$ cat config.mk
export PLATFORM = sky130hd
export DESIGN_NAME = alu_pipe_flat
export DESIGN_NICKNAME = d
export VERILOG_FILES = /design/src/rtl/alu_pkg.sv /design/src/rtl/alu_pipe_if.sv /design/src/rtl/alu_pipe_stage.sv /design/src/rtl/alu_pipe.sv /design/src/flat_wrapper.sv
export SDC_FILE = /design/constraint.sdc
export NUM_CORES = 1
export LEC_CHECK = 0
export ABC_AREA = 1
export ABC_CLOCK_PERIOD_IN_PS = 6300
export BUFFER_PORTS_ARGS = -buffer_cell sky130_fd_sc_hd__buf_2
export CAP_MARGIN = 40
export CORE_ASPECT_RATIO = 0.8
export CORE_MARGIN = 3
export CORE_UTILIZATION = 50
export DETAILED_ROUTE_END_ITERATION = 16
export PLACE_DENSITY = 0.69
export RECOVER_POWER = 25
export SETUP_SLACK_MARGIN = 0.3
export SLEW_MARGIN = 10
export SYNTH_ARGS = -nofsm -noshare
export SYNTH_HDL_FRONTEND = slang
export SYNTH_SLANG_ARGS = --single-unit
$ cat constraint.sdc
create_clock -name clk -period 6.3 [get_ports clk]
set_input_delay 1.89 -clock clk [delete_from_list [all_inputs] [get_ports clk]]
set_output_delay 1.89 -clock clk [all_outputs]
set_load 0.02 [all_outputs]
$ cat src/rtl/alu_pkg.sv
// Shared ALU definitions: opcode enum, width-generic compute function and the
// payload struct macro used by every pipeline slot.
`ifndef ALU_PKG_SV
`define ALU_PKG_SV

// Payload widths come from the instantiating module's parameters, so the struct is a macro.
`define ALU_PAYLOAD_T(W, TW) struct packed { logic [(W)-1:0] result; logic [(TW)-1:0] tag; logic zero; logic ovf; logic illegal; }

package alu_pkg;

    localparam int ALU_MAX_W = 64;

    typedef enum logic [3:0] {
        OP_AND  = 4'b0000,
        OP_OR   = 4'b0001,
        OP_ADD  = 4'b0010,
        OP_XOR  = 4'b0011,
        OP_SLL  = 4'b0100,
        OP_SRL  = 4'b0101,
        OP_SUB  = 4'b0110,
        OP_SLT  = 4'b0111,
        OP_SLTU = 4'b1000,
        OP_NOR  = 4'b1100,
        OP_SRA  = 4'b1101
    } alu_op_t;

    typedef struct packed {
        logic [ALU_MAX_W-1:0] result;
        logic                 ovf;
        logic                 illegal;
    } alu_calc_t;

    // Operands arrive zero-extended to ALU_MAX_W; w is the live width (power of 2,
    // 8..ALU_MAX_W). Bits above w in the returned result are always zero.
    function automatic alu_calc_t alu_compute(input logic [ALU_MAX_W-1:0] a,
                                              input logic [ALU_MAX_W-1:0] b,
                                              input alu_op_t              op,
                                              input int unsigned          w);
        alu_calc_t            c;
        logic [ALU_MAX_W-1:0] mask;
        logic [ALU_MAX_W-1:0] sign_bit;
        logic [ALU_MAX_W-1:0] a_m;
        logic [ALU_MAX_W-1:0] b_m;
        logic [ALU_MAX_W-1:0] b_neg;
        logic [ALU_MAX_W-1:0] a_sx;
        logic [ALU_MAX_W-1:0] b_sx;
        logic [ALU_MAX_W-1:0] shamt;
        logic                 sa;
        logic                 sb;
        logic                 sbn;
        logic                 sr;

        c        = '0;
        mask     = {ALU_MAX_W{1'b1}} >> (ALU_MAX_W - w);
        sign_bit = {{(ALU_MAX_W-1){1'b0}}, 1'b1} << (w - 1);
        a_m      = a & mask;
        b_m      = b & mask;
        b_neg    = (~b_m + 1'b1) & mask;
        sa       = |(a_m & sign_bit);
        sb       = |(b_m & sign_bit);
        sbn      = |(b_neg & sign_bit);
        a_sx     = sa ? (a_m | ~mask) : a_m;
        b_sx     = sb ? (b_m | ~mask) : b_m;
        shamt    = b_m & ALU_MAX_W'(w - 1);

        case (op)
            OP_AND:  c.result = a_m & b_m;
            OP_OR:   c.result = a_m | b_m;
            OP_XOR:  c.result = a_m ^ b_m;
            OP_NOR:  c.result = ~(a_m | b_m) & mask;
            OP_ADD: begin
                c.result = (a_m + b_m) & mask;
                sr       = |(c.result & sign_bit);
                c.ovf    = (sa == sb) && (sr != sa);
            end
            OP_SUB: begin
                c.result = (a_m - b_m) & mask;
                sr       = |(c.result & sign_bit);
                c.ovf    = (sa == sbn) && (sr != sa);
            end
            OP_SLT:  c.result[0] = ($signed(a_sx) < $signed(b_sx));
            OP_SLTU: c.result[0] = (a_m < b_m);
            OP_SLL:  c.result = (a_m << shamt) & mask;
            OP_SRL:  c.result = a_m >> shamt;
            OP_SRA:  c.result = ALU_MAX_W'($signed(a_sx) >>> shamt) & mask;
            default: c.illegal = 1'b1;
        endcase
        return c;
    endfunction

endpackage

`endif

$ cat src/rtl/alu_pipe_if.sv
// Request/response bundle between the issue side and the pipelined ALU.
interface alu_pipe_if #(
    parameter int WIDTH = 32,
    parameter int TAG_W = 4,
    parameter int CNT_W = 16
);
    logic             in_valid;
    logic             in_ready;
    logic [WIDTH-1:0] in_a;
    logic [WIDTH-1:0] in_b;
    logic [3:0]       in_op;
    logic [TAG_W-1:0] in_tag;
    logic             out_valid;
    logic             out_ready;
    logic [WIDTH-1:0] out_result;
    logic [TAG_W-1:0] out_tag;
    logic             out_zero;
    logic             out_ovf;
    logic             out_illegal;
    logic [CNT_W-1:0] op_count;

    modport master (
        output in_valid, in_a, in_b, in_op, in_tag, out_ready,
        input  in_ready, out_valid, out_result, out_tag, out_zero, out_ovf, out_illegal, op_count
    );

    modport slave (
        input  in_valid, in_a, in_b, in_op, in_tag, out_ready,
        output in_ready, out_valid, out_result, out_tag, out_zero, out_ovf, out_illegal, op_count
    );
endinterface

$ cat src/rtl/alu_pipe_stage.sv
// One elastic valid/ready register slot; the ready chain is resolved by the parent,
// so this slot simply loads whenever it is empty or its content is being taken.
module alu_pipe_stage #(
    parameter type T = logic
) (
    input  logic clk,
    input  logic rst_n,
    input  logic in_valid,
    input  T     in_data,
    input  logic out_ready,
    output logic out_valid,
    output T     out_data
);
    logic valid_q;
    logic valid_d;
    T     data_q;
    T     data_d;

    always_comb begin
        valid_d = valid_q;
        data_d  = data_q;
        if (!valid_q || out_ready) begin
            valid_d = in_valid;
            if (in_valid) begin
                data_d = in_data;
            end
        end
    end

    always_ff @(posedge clk or negedge rst_n) begin
        if (!rst_n) begin
            valid_q <= 1'b0;
            data_q  <= '0;
        end else begin
            valid_q <= valid_d;
            data_q  <= data_d;
        end
    end

    assign out_valid = valid_q;
    assign out_data  = data_q;
endmodule

$ cat src/rtl/alu_pipe.sv
// Pipelined ALU: combinational compute into a chain of STAGES elastic slots,
// with result flags and a saturating count of delivered results.
module alu_pipe
    import alu_pkg::*;
#(
    parameter int WIDTH  = 32,
    parameter int STAGES = 2,
    parameter int TAG_W  = 4,
    parameter int CNT_W  = 16
) (
    input  logic         clk,
    input  logic         rst_n,
    alu_pipe_if.slave    bus
);
    typedef `ALU_PAYLOAD_T(WIDTH, TAG_W) payload_t;

    // Index 0 is the input port, index STAGES is the output port.
    logic     stage_valid [STAGES+1];
    logic     stage_ready [STAGES+1];
    payload_t stage_data  [STAGES+1];

    alu_calc_t calc;
    payload_t  in_payload;

    always_comb begin
        calc               = alu_compute(ALU_MAX_W'(bus.in_a), ALU_MAX_W'(bus.in_b),
                                         alu_op_t'(bus.in_op), WIDTH);
        in_payload         = '0;
        in_payload.result  = calc.result[WIDTH-1:0];
        in_payload.tag     = bus.in_tag;
        in_payload.zero    = (calc.result == '0);
        in_payload.ovf     = calc.ovf;
        in_payload.illegal = calc.illegal;
    end

    assign stage_valid[0] = bus.in_valid;
    assign stage_data[0]  = in_payload;

    // Ready walks back from the consumer through every slot in one block, so a full
    // pipe can hand off and accept on the same edge without an inter-instance loop.
    always_comb begin
        logic rdy;
        rdy                 = bus.out_ready;
        stage_ready[STAGES] = bus.out_ready;
        for (int i = STAGES; i >= 1; i--) begin
            rdy              = !stage_valid[i] || rdy;
            stage_ready[i-1] = rdy;
        end
    end

    genvar gi;
    generate
        for (gi = 0; gi < STAGES; gi++) begin : g_stage
            alu_pipe_stage #(
                .T (payload_t)
            ) u_stage (
                .clk       (clk),
                .rst_n     (rst_n),
                .in_valid  (stage_valid[gi]),
                .in_data   (stage_data[gi]),
                .out_ready (stage_ready[gi+1]),
                .out_valid (stage_valid[gi+1]),
                .out_data  (stage_data[gi+1])
            );
        end
    endgenerate

    assign bus.in_ready    = stage_ready[0];
    assign bus.out_valid   = stage_valid[STAGES];
    assign bus.out_result  = stage_data[STAGES].result;
    assign bus.out_tag     = stage_data[STAGES].tag;
    assign bus.out_zero    = stage_data[STAGES].zero;
    assign bus.out_ovf     = stage_data[STAGES].ovf;
    assign bus.out_illegal = stage_data[STAGES].illegal;

    logic [CNT_W-1:0] cnt_q;
    logic [CNT_W-1:0] cnt_d;

    always_comb begin
        cnt_d = cnt_q;
        if (stage_valid[STAGES] && bus.out_ready && (cnt_q != '1)) begin
            cnt_d = cnt_q + 1'b1;
        end
    end

    always_ff @(posedge clk or negedge rst_n) begin
        if (!rst_n) begin
            cnt_q <= '0;
        end else begin
            cnt_q <= cnt_d;
        end
    end

    assign bus.op_count = cnt_q;
endmodule
$ cat src/flat_wrapper.sv
// flat-port wrapper written by rule: the top's interface ports become plain ports
module alu_pipe_flat import alu_pkg::*;
#(
    parameter int WIDTH  = 32,
    parameter int STAGES = 2,
    parameter int TAG_W  = 4,
    parameter int CNT_W  = 16
)
  (clk, rst_n, bus_in_valid, bus_in_a, bus_in_b, bus_in_op, bus_in_tag, bus_out_ready, bus_in_ready, bus_out_valid, bus_out_result, bus_out_tag, bus_out_zero, bus_out_ovf, bus_out_illegal, bus_op_count);
  alu_pipe_if #(.WIDTH(WIDTH), .TAG_W(TAG_W), .CNT_W(CNT_W)) bus_i ();
  input  logic clk;
  input  logic rst_n;
  input wire logic [$bits(bus_i.in_valid)-1:0] bus_in_valid;
  input wire logic [$bits(bus_i.in_a)-1:0] bus_in_a;
  input wire logic [$bits(bus_i.in_b)-1:0] bus_in_b;
  input wire logic [$bits(bus_i.in_op)-1:0] bus_in_op;
  input wire logic [$bits(bus_i.in_tag)-1:0] bus_in_tag;
  input wire logic [$bits(bus_i.out_ready)-1:0] bus_out_ready;
  output wire logic [$bits(bus_i.in_ready)-1:0] bus_in_ready;
  output wire logic [$bits(bus_i.out_valid)-1:0] bus_out_valid;
  output wire logic [$bits(bus_i.out_result)-1:0] bus_out_result;
  output wire logic [$bits(bus_i.out_tag)-1:0] bus_out_tag;
  output wire logic [$bits(bus_i.out_zero)-1:0] bus_out_zero;
  output wire logic [$bits(bus_i.out_ovf)-1:0] bus_out_ovf;
  output wire logic [$bits(bus_i.out_illegal)-1:0] bus_out_illegal;
  output wire logic [$bits(bus_i.op_count)-1:0] bus_op_count;
  assign bus_i.in_valid = bus_in_valid;
  assign bus_i.in_a = bus_in_a;
  assign bus_i.in_b = bus_in_b;
  assign bus_i.in_op = bus_in_op;
  assign bus_i.in_tag = bus_in_tag;
  assign bus_i.out_ready = bus_out_ready;
  assign bus_in_ready = bus_i.in_ready;
  assign bus_out_valid = bus_i.out_valid;
  assign bus_out_result = bus_i.out_result;
  assign bus_out_tag = bus_i.out_tag;
  assign bus_out_zero = bus_i.out_zero;
  assign bus_out_ovf = bus_i.out_ovf;
  assign bus_out_illegal = bus_i.out_illegal;
  assign bus_op_count = bus_i.op_count;
  alu_pipe #(.WIDTH(WIDTH), .STAGES(STAGES), .TAG_W(TAG_W), .CNT_W(CNT_W)) u_core (.clk(clk), .rst_n(rst_n), .bus(bus_i));
endmodule
==> results of run 1 <==
[worst min-delay path, stage by stage, from the launching register on]
cell,delay [ps]
dfrtp_1,340
nand2_1,50
o21ai_0,60
[power groups by stage]
stage | combinational (mW) | sequential, mW | clock [mW]
6_report | 1.41 | 0.832 | 0.552
2_1_floorplan | 0.774 | 0.936 | 0
5_1_grt | 1.52 | 0.847 | 0.584
3_3_place_gp | 1.34 | 0.832 | 0
3_5_place_dp | 1.36 | 0.839 | 0
4_1_cts | 1.37 | 0.830 | 0.554
[Yosys cell counts, types with 3 or more instances]
library cell / instances / area [um2]
nor2_2: 7 / 43.8
o2111ai_1: 3 / 26.3
buf_2: 60 / 300
mux2_2: 23 / 259
xor2_1: 11 / 96.3
a31oi_1: 5 / 31.3
clkbuf_1: 31 / 116
inv_2: 13 / 48.8
ha_1: 99 / 1240
nand3_1: 489 / 2450
xnor2_1: 5 / 43.8
o21ai_1: 10 / 50.1
o211ai_1: 7 / 52.6
nand2_2: 12 / 75.1
buf_6: 9 / 101
inv_1: 321 / 1200
buf_4: 6 / 45.0
nand4_1: 50 / 313
or2_1: 4 / 25.0
a21oi_1: 75 / 375
nor3_1: 24 / 120
nand2_1: 846 / 3180
or2_2: 6 / 37.5
nor4_1: 10 / 62.6
dfrtp_1: 96 / 2400
nor2_1: 225 / 845
o21ai_0: 77 / 385
o22ai_1: 11 / 68.8
and2_1: 7 / 43.8
buf_1: 6 / 22.5
o21bai_1: 8 / 60.1
[kinds of logic (layout without fill, tap and decap cells)]
group | after synthesis | count (layout) | synth area share
DFF | 96 | 96 | 0.168
xor gates and xnor gates | 16 | 16 | 0.00979
and+or+nand+nor | 1689 | 1689 | 0.507
muxes | 23 | 23 | 0.0181
buffers and inverters | 448 | 500 | 0.129
AOI/OAI and AO/OA | 205 | 205 | 0.0784
adders and majority gates | 101 | 101 | 0.0893
[per-stage QoR]
step | instance area (um2) | total power [mW]
2_1_floorplan | 14300 | 1.71
3_5_place_dp | 15000 | 2.20
5_1_grt | 15300 | 2.95
3_3_place_gp | 15000 | 2.17
4_1_cts | 15300 | 2.75
6_report | 15300 | 2.79
[final timing paths]
check	from	to
setup / recovery	bus_in_a[9]	u_core.g_stage[0].u_stage.out_data[2]
hold / removal	u_core.g_stage[1].u_stage.out_data[31]	u_core.g_stage[1].u_stage.out_data[31]
setup reg to reg	u_core.g_stage[1].u_stage.out_valid	u_core.g_stage[0].u_stage.out_data[29]
hold reg to reg	u_core.g_stage[1].u_stage.out_data[31]	u_core.g_stage[1].u_stage.out_data[31]
max in group asynchronous	rst_n	u_core.bus.op_count[11]
min in group asynchronous	rst_n	u_core.g_stage[0].u_stage.out_data[5]
[state kept, by name, summed over array words and instances (netlist names)]
signal                            flops
u_core.bus.op_count                  16
u_core.g_stage.u_stage.out_valid      2
u_core.g_stage.u_stage.out_data      78
[final cells by class]
class | count | area (um2) | area share
Multi-Input combinational cell | 2034 | 10100 | 0.660
Sequential cell | 96 | 2400 | 0.157
Timing Repair Buffer | 148 | 771 | 0.0505
Clock inverter | 7 | 72.6 | 0.00476
Tap cell | 364 | 455 | 0.0298
Inverter | 336 | 1260 | 0.0828
Clock buffer | 9 | 225 | 0.0148
[layer usage]
layer  share of wire  GRT usage  wire [um]  vias up
met3            0.15      0.103       9810      193
met2            0.41      0.620      26900     1346
met4           0.041      0.136       2700        2
met1            0.40      0.584      26300     8386
met5         0.00027          0         18        -
li1                -          -          -     8396
==> results.py, run 1 <==
metrics = {
    "run": {
        "drv_cap": 2,
    },
    "timing": {
        "finalSetupTns_ps": 0,
        "rsz0062_at_grt": "false",
        "clock_skew_ps": 11.7,
        "slew_headroom": -0.322,
        "worst_pin_slew_ps": 1980,
        "period_needed_ps": 5110,
        "setup_ws_ps": 1190,
        "final_max_slew_viol_count": 82,
        "holdWs_ps": 484,
        "fmax_mhz": 196,
        "finalHoldViolations": 0,
        "period_share": 0.811,
        "setup_violations": 0,
    },
    "routing": {
        "num_vias": 18300,
        "dr.pass1.iters": 6,
        "drtIter0Drc": 2746,
        "drcViolationCount": 0,
        "ant_nets": 0,
        "drt-vias-per-instance": 6.12,
        "routed_wl_mm": 65.7,
        "wl_per_cell_um": 22.0,
    },
    "logic_synthesis": {
        "synth-seq-area-share": 0.168,
        "postSynthAreaPerCell_um2": 5.55,
        "synth_cells": 2578,
        "synth_warnings": 0,
        "synth-edff-count": 0,
        "ys.flop_type": "dfrtp_1",
        "syn-cell-area_um2": 14300,
        "ys_types": 48,
        "synth_nets": 2755,
        "async_flop_share": 1.00,
        "synth_seq_cells": 96,
    },
    "critical_path": {
        "timing.critical_path.arrival_ps": 5400,
        "r2r_cells": 7,
        "cpPeakStageDelay_ps": 590,
        "cp_top_family": "simple AND/OR/NAND/NOR gates",
        "end_kind": "flip-flop",
        "r2r_slack_ps": 3190,
        "crit_path_start_kind": "input port",
        "crit_type": "input port to flip-flop",
        "crit_chain": "buf_2, inv_1, ha_1, nand2_1, nor2_1, nand3_1, nand3_1, a21oi_1, o21ai_0, nand2_1, nor2_1, nand2_1, nor2_1, nand2_1, nor2_1, nand3_1, nand2_1",
        "path_max_fanout": 11,
        "cp_num_cells": 17,
        "worst_path_most_repeated_cell": "nand2_1",
        "cp_slowest_cell": "nor2_1",
        "worstPathRequired_ps": 6590,
        "worst-path-buf-inv": 2,
    },
    "pwr": {
        "p_int_mw": 1.44,
        "power_density_nw_per_um2": 183,
        "leakage_nw": 8.56,
        "p_seq_frac": 0.298,
        "comb_power_share": 0.505,
        "power_frac_clock": 0.197,
        "ir_worst_vdd_uv": 156,
        "power.switching_mw": 1.36,
        "switching_share": 0.486,
    },
    "global_route": {
        "grt_max_degree": 77,
        "grtUsageTotal": 0.414,
        "grt_overflow": 0,
        "grt_pass1_vias": 16600,
        "antenna_found_initial": 1,
        "grt_pass1_wl_mm": 97.7,
    },
    "placement": {
        "placed_cells": 2978,
        "gp_congestion": 1.10,
        "io_buffers": 132,
        "pre_cts_slack_ps": 1060,
        "dpl.hpwl_mm": 52.8,
    },
    "cells_and_area": {
        "final_nets": 2802,
        "area_delta_synth_final_pct": 6.59,
        "final_cell_count_no_fill": 2994,
        "layout_common_cells": "846 x nand2_1, 489 x nand3_1, 320 x inv_1",
        "fillers": 2948,
        "fin_util": 0.551,
        "layout_commonest_cell": "nand2_1",
        "diodes": 0,
        "drive_gt1_frac": 0.0878,
    },
    "die": {
        "die_h_um": 157,
        "die_w_um": 195,
        "core_um2": 27700,
        "row_count": 54,
        "initial_core_util": 0.517,
        "dieArea_um2": 30700,
        "ios": 133,
    },
    "clock_network": {
        "cts_buffers": 9,
        "post_cts_buffers": 0,
        "cts_num_sinks": 96,
        "cts_max_path_buffers": 2,
        "ctsResizeCount": 0,
        "htreeDepth": 3,
        "clkLatencyLatePin_ps": 360,
        "cts_tree": "done",
        "clk_pin_slew_ps": 70,
        "cts_root_buf": "clkbuf_16",
        "cts_hold_buf": 0,
    },
    "outcome": {
        "status": "finished with violations",
        "violations": "max-capacitance violations, max-slew violations",
    },
    "worst_hold_path": {
        "whs_path_depth": 2,
        "hold_path_class": "flip-flop to flip-flop",
    },
}
Note: power is estimated with default switching activity, not from simulation.
==> inputs of run 2 (changes only) <==
- ABC_CLOCK_PERIOD_IN_PS: 6300 -> 4300
- PLACE_DENSITY: 0.69 -> 0.72
- clock period: 6.3 -> 4.3 ns (I/O delays scaled with it)
==> run 2 against run 1 <==
  * The run still ends with max-capacitance violations, max-slew violations left
  * First-iteration DRC count grew 11%
  * Routed wire length up 3.5%
  * Non-clock buffer count grew 92
  * Cell area up 5.2%
  * Critical path type unchanged
==> results.py, run 2 (synthesis gave the netlist of run 1 again) <==
metrics = {
    "clock_network": {
        "ctsResizeCount": 0,
        "cts_num_sinks": 96,
        "post_cts_buffers": 0,
        "clkLatencyLatePin_ps": 340,
        "cts_root_buf": "clkbuf_16",
        "cts_max_path_buffers": 2,
        "cts_tree": "done",
        "cts_buffers": 9,
        "cts_hold_buf": 0,
        "clk_pin_slew_ps": 70,
        "htreeDepth": 3,
    },
    "cells_and_area": {
        "multi_input_area_um2": 10100,
        "fin_util": 0.579,
        "largest_reg_flops": 78,
        "final_cell_count_no_fill": 3086,
        "fillers": 2963,
        "seq_area_um2": 2400,
        "drive_gt1_frac": 0.122,
        "final_nets": 2894,
        "layout_commonest_cell": "nand2_1",
        "diodes": 0,
        "area_delta_synth_final_pct": 12.1,
        "layout_common_cells": "844 x nand2_1, 489 x nand3_1, 320 x inv_1",
    },
    "timing": {
        "period_share": 0.894,
        "period_needed_ps": 3850,
        "fmax_mhz": 260,
        "rsz0062_at_grt": "false",
        "finalSetupTns_ps": 0,
        "slew_headroom": -0.0968,
        "worst_pin_slew_ps": 1650,
        "setup_violations": 0,
        "finalHoldViolations": 0,
        "final_max_slew_viol_count": 67,
        "clock_skew_ps": 10.8,
    },
    "global_route": {
        "grt_max_degree": 69,
        "grtUsageTotal": 0.426,
        "grt_overflow": 0,
        "grt_pass1_vias": 16900,
        "antenna_found_initial": 1,
        "grt_pass1_wl_mm": 100,
    },
    "pwr": {
        "ir_worst_vdd_uv": 329,
        "leakage_nw": 9.05,
        "power.switching_mw": 1.97,
        "switching_share": 0.460,
        "power_frac_clock": 0.208,
        "power_density_nw_per_um2": 266,
        "p_int_mw": 2.30,
        "comb_power_share": 0.508,
        "p_seq_frac": 0.284,
    },
    "routing": {
        "dr.pass1.iters": 7,
        "routed_wl_mm": 68.0,
        "drcViolationCount": 0,
        "wl_per_cell_um": 22.0,
        "drtIter0Drc": 3053,
        "ant_nets": 0,
        "drt-vias-per-instance": 6.08,
        "num_vias": 18800,
    },
    "die": {
        "die_h_um": 157,
        "initial_core_util": 0.517,
        "row_count": 54,
        "dieArea_um2": 30700,
        "ios": 133,
        "core_um2": 27700,
        "die_w_um": 195,
    },
    "outcome": {
        "status": "finished with violations",
        "violations": "max-capacitance violations, max-slew violations",
    },
    "placement": {
        "io_buffers": 132,
        "dpl.hpwl_mm": 55.9,
        "placed_cells": 3070,
        "gp_congestion": 1.14,
    },
    "critical_path": {
        "end_kind": "flip-flop",
        "worstSetupStartpoint": "bus_in_b[0]",
        "crit_path_start_kind": "input port",
        "worstPathRequired_ps": 4580,
        "timing.critical_path.arrival_ps": 4130,
        "crit_type": "input port to flip-flop",
        "path_max_fanout": 4,
        "r2r-start": "u_core.bus.op_count[0]",
    },
    "worst_hold_path": {
        "hold_path_class": "flip-flop to flip-flop",
        "hold_path_startpoint": "u_core.g_stage[1].u_stage.out_data[10]",
    },
    "run": {
        "drv_cap": 1,
    },
}
-- run 2: power by group through the flow --
stage | sequential, mW | combinational [mW] | clock (mW)
detailed placement | 1.23 | 2.08 | 0
finish | 1.21 | 2.17 | 0.888
global route | 1.23 | 2.33 | 0.938
floorplan | 1.37 | 1.13 | 0
global placement | 1.22 | 2.06 | 0
CTS | 1.21 | 2.09 | 0.900
-- run 2: routing by layer --
layer / global-route usage / part of all wire / vias to the layer above
met5: 0 / 0 / -
met4: 0.119 / 0.037 / 0
met3: 0.184 / 0.17 / 187
met2: 0.603 / 0.39 / 1360
met1: 0.592 / 0.40 / 8636
li1: - / - / 8572
-- run 2: area by class of cell --
cell class / instances / area share
clock buffers: 10 / 0.0149
clock inverters: 6 / 0.00624
inverters: 336 / 0.0787
multi-input cells: 2034 / 0.629
flip-flops and latches: 96 / 0.150
well taps: 364 / 0.0284
repair buffers: 240 / 0.0935
-- run 2: critical path, stage by stage --
cell	delay [ps]
buf_2	150
ha_1	290
fa_1	500
nand3_1	140
nand3_1	140
nand2_1	90
nand2_1	130
o21ai_0	180
nand3_1	250
a21oi_1	330
nand2_1	130
nor2_1	100
nand2_1	70
nor2_2	170
nand3_1	110
nand2_1	70
-- run 2: stage by stage --
stage | cell area [um2] | power, mW | hold slack (ps) | worst slack (ps)
after floorplan | 14300 | 2.51 | 445 | 589
after global placement | 15700 | 3.27 | 458 | -10.9
after detailed placement | 15700 | 3.31 | 468 | 32.7
after CTS | 16100 | 4.20 | 485 | 379
after global routing | 16100 | 4.50 | 500 | 312
final | 16100 | 4.27 | 482 | 454
-- run 2: final timing paths --
kind	to	slack (ps)	cells after the start
max	u_core.g_stage[0].u_stage.out_data[2]	450	16
min	u_core.g_stage[1].u_stage.out_data[10]	480	2
max reg2reg	u_core.bus.op_count[15]	1850	12
min reg2reg	u_core.g_stage[1].u_stage.out_data[10]	480	2
max in group asynchronous	u_core.g_stage[0].u_stage.out_data[8]	1550	3
min in group asynchronous	u_core.g_stage[1].u_stage.out_data[28]	820	1
